File: config.mk
export PLATFORM = sky130hd
export DESIGN_NAME = ex_issue_scheduler
export DESIGN_NICKNAME = d
export VERILOG_FILES = /design/src/rtl/ex_issue_scheduler.sv
export SDC_FILE = /design/constraint.sdc
export NUM_CORES = 2
export LEC_CHECK = 0
export CAP_MARGIN = 20
export CORE_AREA = 2 2 372 374
export CTS_BUF_LIST = sky130_fd_sc_hd__clkbuf_16
export DETAILED_ROUTE_END_ITERATION = 10
export DIE_AREA = 0 0 374 376
export SKIP_CTS_REPAIR_TIMING = 1
export SYNTH_ARGS = -nofsm -noshare
export SYNTH_HDL_FRONTEND = slang
export SYNTH_SLANG_ARGS = --single-unit
File: constraint.sdc
create_clock -name clk -period 30.4 [get_ports clk]
set_input_delay 6.08 -clock clk [delete_from_list [all_inputs] [get_ports clk]]
set_output_delay 6.08 -clock clk [all_outputs]
set_load 0.01 [all_outputs]
File: src/rtl/ex_issue_scheduler.sv
// Reservation station with CDB wakeup and oldest-ready issue select for the single EX unit.
// Storage is a collapsing queue: entry 0 is the oldest and valid entries are contiguous from 0.
module ex_issue_scheduler #(
    parameter int DEPTH = 4,
    parameter int TAG_W = 4
) (
    input  logic                             clk,
    input  logic                             rst,
    input  logic                             flush,
    input  logic                             disp_valid,
    output logic                             disp_ready,
    input  logic [3:0]                       disp_unit,
    input  logic [4:0]                       disp_op,
    input  logic [31:0]                      disp_imme,
    input  logic [31:0]                      disp_pc,
    input  logic                             disp_src1_rdy,
    input  logic                             disp_src2_rdy,
    input  logic [TAG_W-1:0]                 disp_src1_tag,
    input  logic [TAG_W-1:0]                 disp_src2_tag,
    input  logic [31:0]                      disp_src1,
    input  logic [31:0]                      disp_src2,
    input  logic                             cdb_valid,
    input  logic [TAG_W-1:0]                 cdb_tag,
    input  logic [31:0]                      cdb_data,
    output logic                             iss_valid,
    input  logic                             iss_ready,
    output logic [3:0]                       iss_unit,
    output logic [4:0]                       iss_op,
    output logic [31:0]                      iss_imme,
    output logic [31:0]                      iss_pc,
    output logic [31:0]                      iss_src1,
    output logic [31:0]                      iss_src2,
    output logic [$clog2(DEPTH+1)-1:0]       count
);

    localparam int CNT_W = $clog2(DEPTH+1);
    localparam int IDX_W = $clog2(DEPTH);

    typedef struct packed {
        logic [3:0]       unit;
        logic [4:0]       op;
        logic [31:0]      imme;
        logic [31:0]      pc;
        logic             s1_rdy;
        logic [TAG_W-1:0] s1_tag;
        logic [31:0]      s1;
        logic             s2_rdy;
        logic [TAG_W-1:0] s2_tag;
        logic [31:0]      s2;
    } ent_t;

    ent_t             ent_q [DEPTH];
    ent_t             ent_d [DEPTH];
    ent_t             woke  [DEPTH+1];
    ent_t             new_ent;
    ent_t             sel_ent;
    logic [CNT_W-1:0] count_q, count_d;
    logic [CNT_W-1:0] widx;
    logic [IDX_W-1:0] sel_idx;
    logic             sel_found;
    logic             fire;
    logic             disp_acc;

    always_ff @(posedge clk or posedge rst) begin
        if (rst) begin
            count_q <= '0;
            for (int i = 0; i < DEPTH; i++) ent_q[i] <= '0;
        end else begin
            count_q <= count_d;
            for (int i = 0; i < DEPTH; i++) ent_q[i] <= ent_d[i];
        end
    end

    // Operand capture from the CDB; the extra top slot is the empty entry shifted in on issue.
    always_comb begin
        for (int i = 0; i < DEPTH; i++) begin
            woke[i] = ent_q[i];
            if (cdb_valid && !ent_q[i].s1_rdy && ent_q[i].s1_tag == cdb_tag) begin
                woke[i].s1_rdy = 1'b1;
                woke[i].s1     = cdb_data;
            end
            if (cdb_valid && !ent_q[i].s2_rdy && ent_q[i].s2_tag == cdb_tag) begin
                woke[i].s2_rdy = 1'b1;
                woke[i].s2     = cdb_data;
            end
        end
        woke[DEPTH] = '0;
    end

    always_comb begin
        sel_found = 1'b0;
        sel_idx   = '0;
        for (int i = 0; i < DEPTH; i++) begin
            if (!sel_found && CNT_W'(i) < count_q && ent_q[i].s1_rdy && ent_q[i].s2_rdy) begin
                sel_found = 1'b1;
                sel_idx   = IDX_W'(i);
            end
        end
    end

    always_comb begin
        sel_ent    = ent_q[sel_idx];
        iss_valid  = sel_found && !flush;
        iss_unit   = iss_valid ? sel_ent.unit : 4'd0;
        iss_op     = iss_valid ? sel_ent.op   : 5'd0;
        iss_imme   = iss_valid ? sel_ent.imme : 32'd0;
        iss_pc     = iss_valid ? sel_ent.pc   : 32'd0;
        iss_src1   = iss_valid ? sel_ent.s1   : 32'd0;
        iss_src2   = iss_valid ? sel_ent.s2   : 32'd0;
        disp_ready = count_q < CNT_W'(DEPTH);
        count      = count_q;
        fire       = iss_valid && iss_ready;
        disp_acc   = disp_valid && disp_ready && !flush;
    end

    // Same-cycle CDB bypass into the dispatched entry.
    always_comb begin
        new_ent.unit   = disp_unit;
        new_ent.op     = disp_op;
        new_ent.imme   = disp_imme;
        new_ent.pc     = disp_pc;
        new_ent.s1_tag = disp_src1_tag;
        new_ent.s2_tag = disp_src2_tag;
        new_ent.s1_rdy = disp_src1_rdy;
        new_ent.s1     = disp_src1;
        new_ent.s2_rdy = disp_src2_rdy;
        new_ent.s2     = disp_src2;
        if (!disp_src1_rdy && cdb_valid && disp_src1_tag == cdb_tag) begin
            new_ent.s1_rdy = 1'b1;
            new_ent.s1     = cdb_data;
        end
        if (!disp_src2_rdy && cdb_valid && disp_src2_tag == cdb_tag) begin
            new_ent.s2_rdy = 1'b1;
            new_ent.s2     = cdb_data;
        end
    end

    always_comb begin
        widx = count_q - CNT_W'(fire);
        for (int i = 0; i < DEPTH; i++) begin
            if (flush) begin
                ent_d[i] = '0;
            end else begin
                ent_d[i] = (fire && i >= int'(sel_idx)) ? woke[i+1] : woke[i];
                if (disp_acc && CNT_W'(i) == widx) ent_d[i] = new_ent;
            end
        end
        if (flush) count_d = '0;
        else       count_d = count_q + CNT_W'(disp_acc) - CNT_W'(fire);
    end

endmodule
# [Word level (Yosys, flattened, before mapping)]
# Index checks and enable logic that the tools add are counted.
[classes] n_eq_ne=13 n_lt_le_gt_ge=9 muxes=49 n_bitwise=1 n_addsub=3 n_reduce_logical=63
[op_table] op="$mux 147" n=14
[op_table] op="$mux 32" n=14
[op_table] op="$bmux 147 s2" n=1
[op_table] op="$logic_and 1x1->1" n=42
[op_table] op="$eq 4x4->1" n=10
[op_table] op="$mux 1" n=15
[op_table] op="$logic_not 1->1" n=14
[op_table] op="$reduce_bool 3->1" n=4
[op_table] op="$reduce_bool 4->1" n=2
[op_table] op="$eq 2x3->1 const A" n=2
[op_table] op="$lt 1x3->1 const A" n=2
[op_table] op="$lt 2x3->1 const A" n=2
[op_table] op="$sub 3x1->3" n=2
[op_table] op="$mux 5" n=1
[op_table] op="$ge 1x2->1 const A" n=2
[op_table] op="$mux 2" n=2
[op_table] op="$mux 4" n=1
[op_table] op="$add 3x1->3" n=1
[op_table] op="$eq 1x3->1 const A" n=1
[op_table] op="$ge 3x3->1 const B" n=1
[op_table] op="$logic_not 3->1" n=1
[op_table] op="$lt 3x3->1 const B" n=1
[op_table] op="$mux 3" n=1
[op_table] op="$not 2->3" n=1
[op_table] op="$ge 2x2->1 const A" n=1
[totals] out_inout_bits=142 inputBits=189 reg_bits=591 elab_cells=179

# [Longest topological paths before layout]
[logic_depth] depth_word=26 ltp_mapped=18 ltp_nobuf=14

# [Least setup slack after synthesis]
# OpenSTA, ideal clock, no wires.
[synth_timing] path_type="in2out" startpoint="input port flush" endpoint="output port iss_src2[11]" arrival_time_ns=7.474 required_ns=24.320 path_slack_ns=16.846 n_path_buf=3 stages=6 path_cell_list="buf_1 -> inv_1 -> o211ai_1 -> clkbuf_1 -> buf_1 -> o22ai_1"
[synth_via] elab_chain_len=3
[synth_rtl] item="start, declared" line_no="9" text="input logic flush,"
[synth_rtl] item="$logic_not 1->1" line_no="103" text="iss_valid = sel_found && !flush;"
[synth_rtl] item="$logic_and 1x1->1" line_no="103"
[synth_rtl] item="$mux 32" line_no="109" text="iss_src2 = iss_valid ? sel_ent.s2 : 32'd0;"
[synth_rtl] item="end, declared" line_no="32" text="output logic [31:0] iss_src2,"
# Every way passes these cells.

# [Worst setup path after layout]
[layout_timing] startpoint="input port flush" endpoint="output port iss_pc[9]"
[layout_via] elab_chain_len=3
[layout_rtl] item="$logic_not 1->1" line_no="103"
[layout_rtl] item="$logic_and 1x1->1" line_no="103"
[layout_rtl] item="$mux 32" line_no="107" text="iss_pc = iss_valid ? sel_ent.pc : 32'd0;"
[layout_rtl] item="end, declared" line_no="30" text="output logic [31:0] iss_pc,"
# Every way passes these cells.

==> summary.md <==
| Metric | Value |
|---|---|
| Most common cell after layout, fill and taps aside | `dfrtp_1` |
| Met2 WL | `just over 60000 um` |
| Residual DRC | `0` |
| Worst-path fanout max | `70` |
| Syn. warnings | `0` |
| Layout cells sized above 1 | `5.83%` |
| Worst hold stages | `2` |
| Cts bufs inserted | `74` |
| Design Power | `0.00204 W` |
| Starting density of the core | `24.8%` |
| Syn_area_per_cell | `9.50 um^2` |
| Root Driver | `clkbuf_16` |
| Synthesized flop and latch total | `591` |
| Htree depth | `3` |
| Crit path cell chain | `buf_8 > inv_1 > nand3_4 > buf_4 > o22ai_1 > clkdlybuf4s50_1` |
| Final Setup Violations | `0` |
| Vias/cell | `approximately 5.6` |
| Chip height | `376 um` |
| Clock-pin slew on the worst setup and hold paths | `60 ps` |
| Period utilization | `49.1%` |
| DIE AREA | `between 100000 and 150000 um^2` |
| M1 WL | `60000 um` |
| Pre-antenna DRT Iters | `6` |
| Mapped Nets | `roughly 3800` |
| Post-synth top area share | `43.6%` |
| Drt wl/cell | `24.7 um` |
| Relative slew slack | `17.5%` |
| Final Skew | `about 27 ps` |
| DRT iter0 DRCs | `3094` |
| Pwr per Cell Area | `49.6 nW/um^2` |
| Clock sinks | `591` |
| Nets | `approximately 3900` |
| Sequential element share of the synthesized area | `43.6%` |
| Routed length on met3 | `10800 um` |
| Minimum clock period | `14940 ps` |
| Top layer in use | `met5` |
| Hold Path Class | `flip-flop to flip-flop` |
| Drt total wl | `137000 um` |
| Leakage | `~19 nW` |
| Post-DRT Antenna Nets | `0` |
| Area leader, netlist | `dfrtp_1` |
| Area Overhead vs Synth | `21.1%` |
| Status | `finished, final reports clean` |
| Width of the chip | `about 370 um` |
| Row count | `136` |
| Commonest cells after routing, fill and taps aside | `dfrtp_1 (591), mux2i_1 (513), nor2_1 (477), nand2_1 (457), clkdlybuf4s50_1 (329)` |
| Asr flop ratio synth | `100%` |
| CTS tree | `yes` |
| Synth Flop Type | `dfrtp_1` |
| PortBufs | `330` |
| Startpoint Class | `input pin` |
| Yosys cell types | `slightly below 70` |
| R2r worst-path depth | `14` |
| Critical-path top delay cell | `nand3_4` |
| Total gr overflow | `0` |
| Max Root-Sink Buffers | `3` |
| RSZ-0062 raised after global routing | `no` |
| Routed vias | `30683` |
| Vias in the first global route | `30060` |
| Clk Latency, worst-skew pair | `700 ps` |
| Crit path capture type | `output port` |
| CP max stage delay | `710 ps` |
| Cell Area, Synth | `33900 um^2` |
| Max cap viols | `0` |
| First-pass GRT wire length | `203000 um` |
| Setup TNS | `0 ps` |
| Initial antenna violation count | `23` |
| Largest net degree at the start of global routing | `roughly 190` |
| Final hold vios | `0` |
| Least-Margin Pin Slew | `approximately 1200 ps` |
| Setup Crit Path Kind | `input pin to output port` |
| Post-DP HPWL | `81000 um` |
| EDFF count, synth | `0` |
| Core Region | `137000 um^2` |
| Total GRT Usage | `18.9%` |
| Synth top area cells | `dfrtp_1 (44%), mux2i_1 (15%), nor2_1 (5.3%)` |
| Worst IR Drop VDD | `around 0.037 mV` |
| Max Slew Vio Count | `0` |
| CP required | `roughly 24000 ps` |
| Final Wtd Congestion | `between 0.8 and 0.9` |
| IO Pins | `331` |
| Post-Syn Instances | `approximately 3600` |
| CP arrival | `8860 ps` |
| Highest Clock Rate | `between 60 and 70 MHz` |
final cells by class:
type,count,area (um^2)
Timing Repair Buffer,398,3880
Fill cell,14043,95500
Clock inverter,58,564
Tap cell,1794,2240
Inverter,13,56.3
Multi-Input combinational cell,2586,17700
Clock buffer,74,1850
Sequential cell,591,14800
Antenna cell,10,25.0
worst max-delay path: cells and delay by family:
kind	cells	cell delay, ps
AOI/OAI and AO/OA	1	260
buffers and inverters	4	1690
and+or+nand+nor	1	710
metrics by stage:
step | worst slack (ps) | cell area [um^2] | utilization, % | hold slack (ps) | instances
after global placement | 15600 | 38700 | 28.3 | 464 | 5382
after detailed placement | 15420 | 38700 | 28.3 | 473 | 5382
final | 15460 | 41100 | 30.1 | 485 | 5524
after floorplan | 7780 | 33900 | - | 450 | 3572
after global routing | 15270 | 41100 | 30.1 | 504 | 5522
after CTS | 15430 | 41100 | 30.1 | 488 | 5514
cells in the mapped netlist, types with 6 or more instances:
| library cell | instances |
|---|---|
| nor3_1 | 10 |
| o22ai_1 | 200 |
| o21ai_1 | 35 |
| o2bb2ai_1 | 31 |
| buf_2 | 112 |
| nor2_1 | 482 |
| mux2i_1 | 513 |
| o22a_1 | 67 |
| nand2b_1 | 6 |
| clkbuf_1 | 239 |
| a211oi_1 | 83 |
| buf_6 | 6 |
| buf_4 | 10 |
| a21oi_1 | 13 |
| o21a_1 | 33 |
| dfrtp_1 | 591 |
| xor2_1 | 12 |
| ha_1 | 6 |
| xnor2_1 | 25 |
| buf_1 | 15 |
| o211ai_1 | 6 |
| nand3_1 | 13 |
| o21ai_0 | 70 |
| a311oi_1 | 162 |
| a22o_1 | 114 |
| a211o_1 | 62 |
| o221ai_1 | 126 |
| nand2_1 | 458 |
| inv_1 | 12 |
metal layers:
metal	vias up	global-route usage [%]
met2	1464	28.3
li1	13479	-
met5	-	0
met3	274	3.64
met1	15454	26.1
met4	12	8.52
logic make-up (layout without fill, tap and decap cells):
family | count (synthesis) | after routing | share of synthesized area, %
compound gates | 1022 | 1022 | 23.2
flops | 591 | 591 | 43.6
fa+ha+maj | 7 | 7 | 0.280
simple gates | 1006 | 1006 | 11.8
xor+xnor | 37 | 37 | 0.955
other cells | 0 | 10 | 0
buf+inv | 395 | 543 | 5.03
mux | 514 | 514 | 15.2
report_power, final:
group | internal [W] | leakage, nW | total [W] | switching, W
Sequential | 0.000833 | 8.11 | 0.000868 | 0.0000347
Clock | 0.000502 | 1.23 | 0.000895 | 0.000393
Combinational | 0.0000984 | 9.64 | 0.000276 | 0.000177
registers in the layout, indices dropped and copies added, names as in the netlist:
register,cells
ent_q,588
count,3
worst paths after layout:
path,startpoint,to,slack (ps)
setup / recovery,flush,iss_pc[9],15460
hold reg to reg,ent_q[464],ent_q[464],490
min in group asynchronous,rst,ent_q[429],5880
max in group asynchronous,rst,ent_q[171],21410
hold / removal,ent_q[464],ent_q[464],490
setup reg to reg,count[2],ent_q[34],24660
Note: power is estimated with default switching activity, not from simulation.
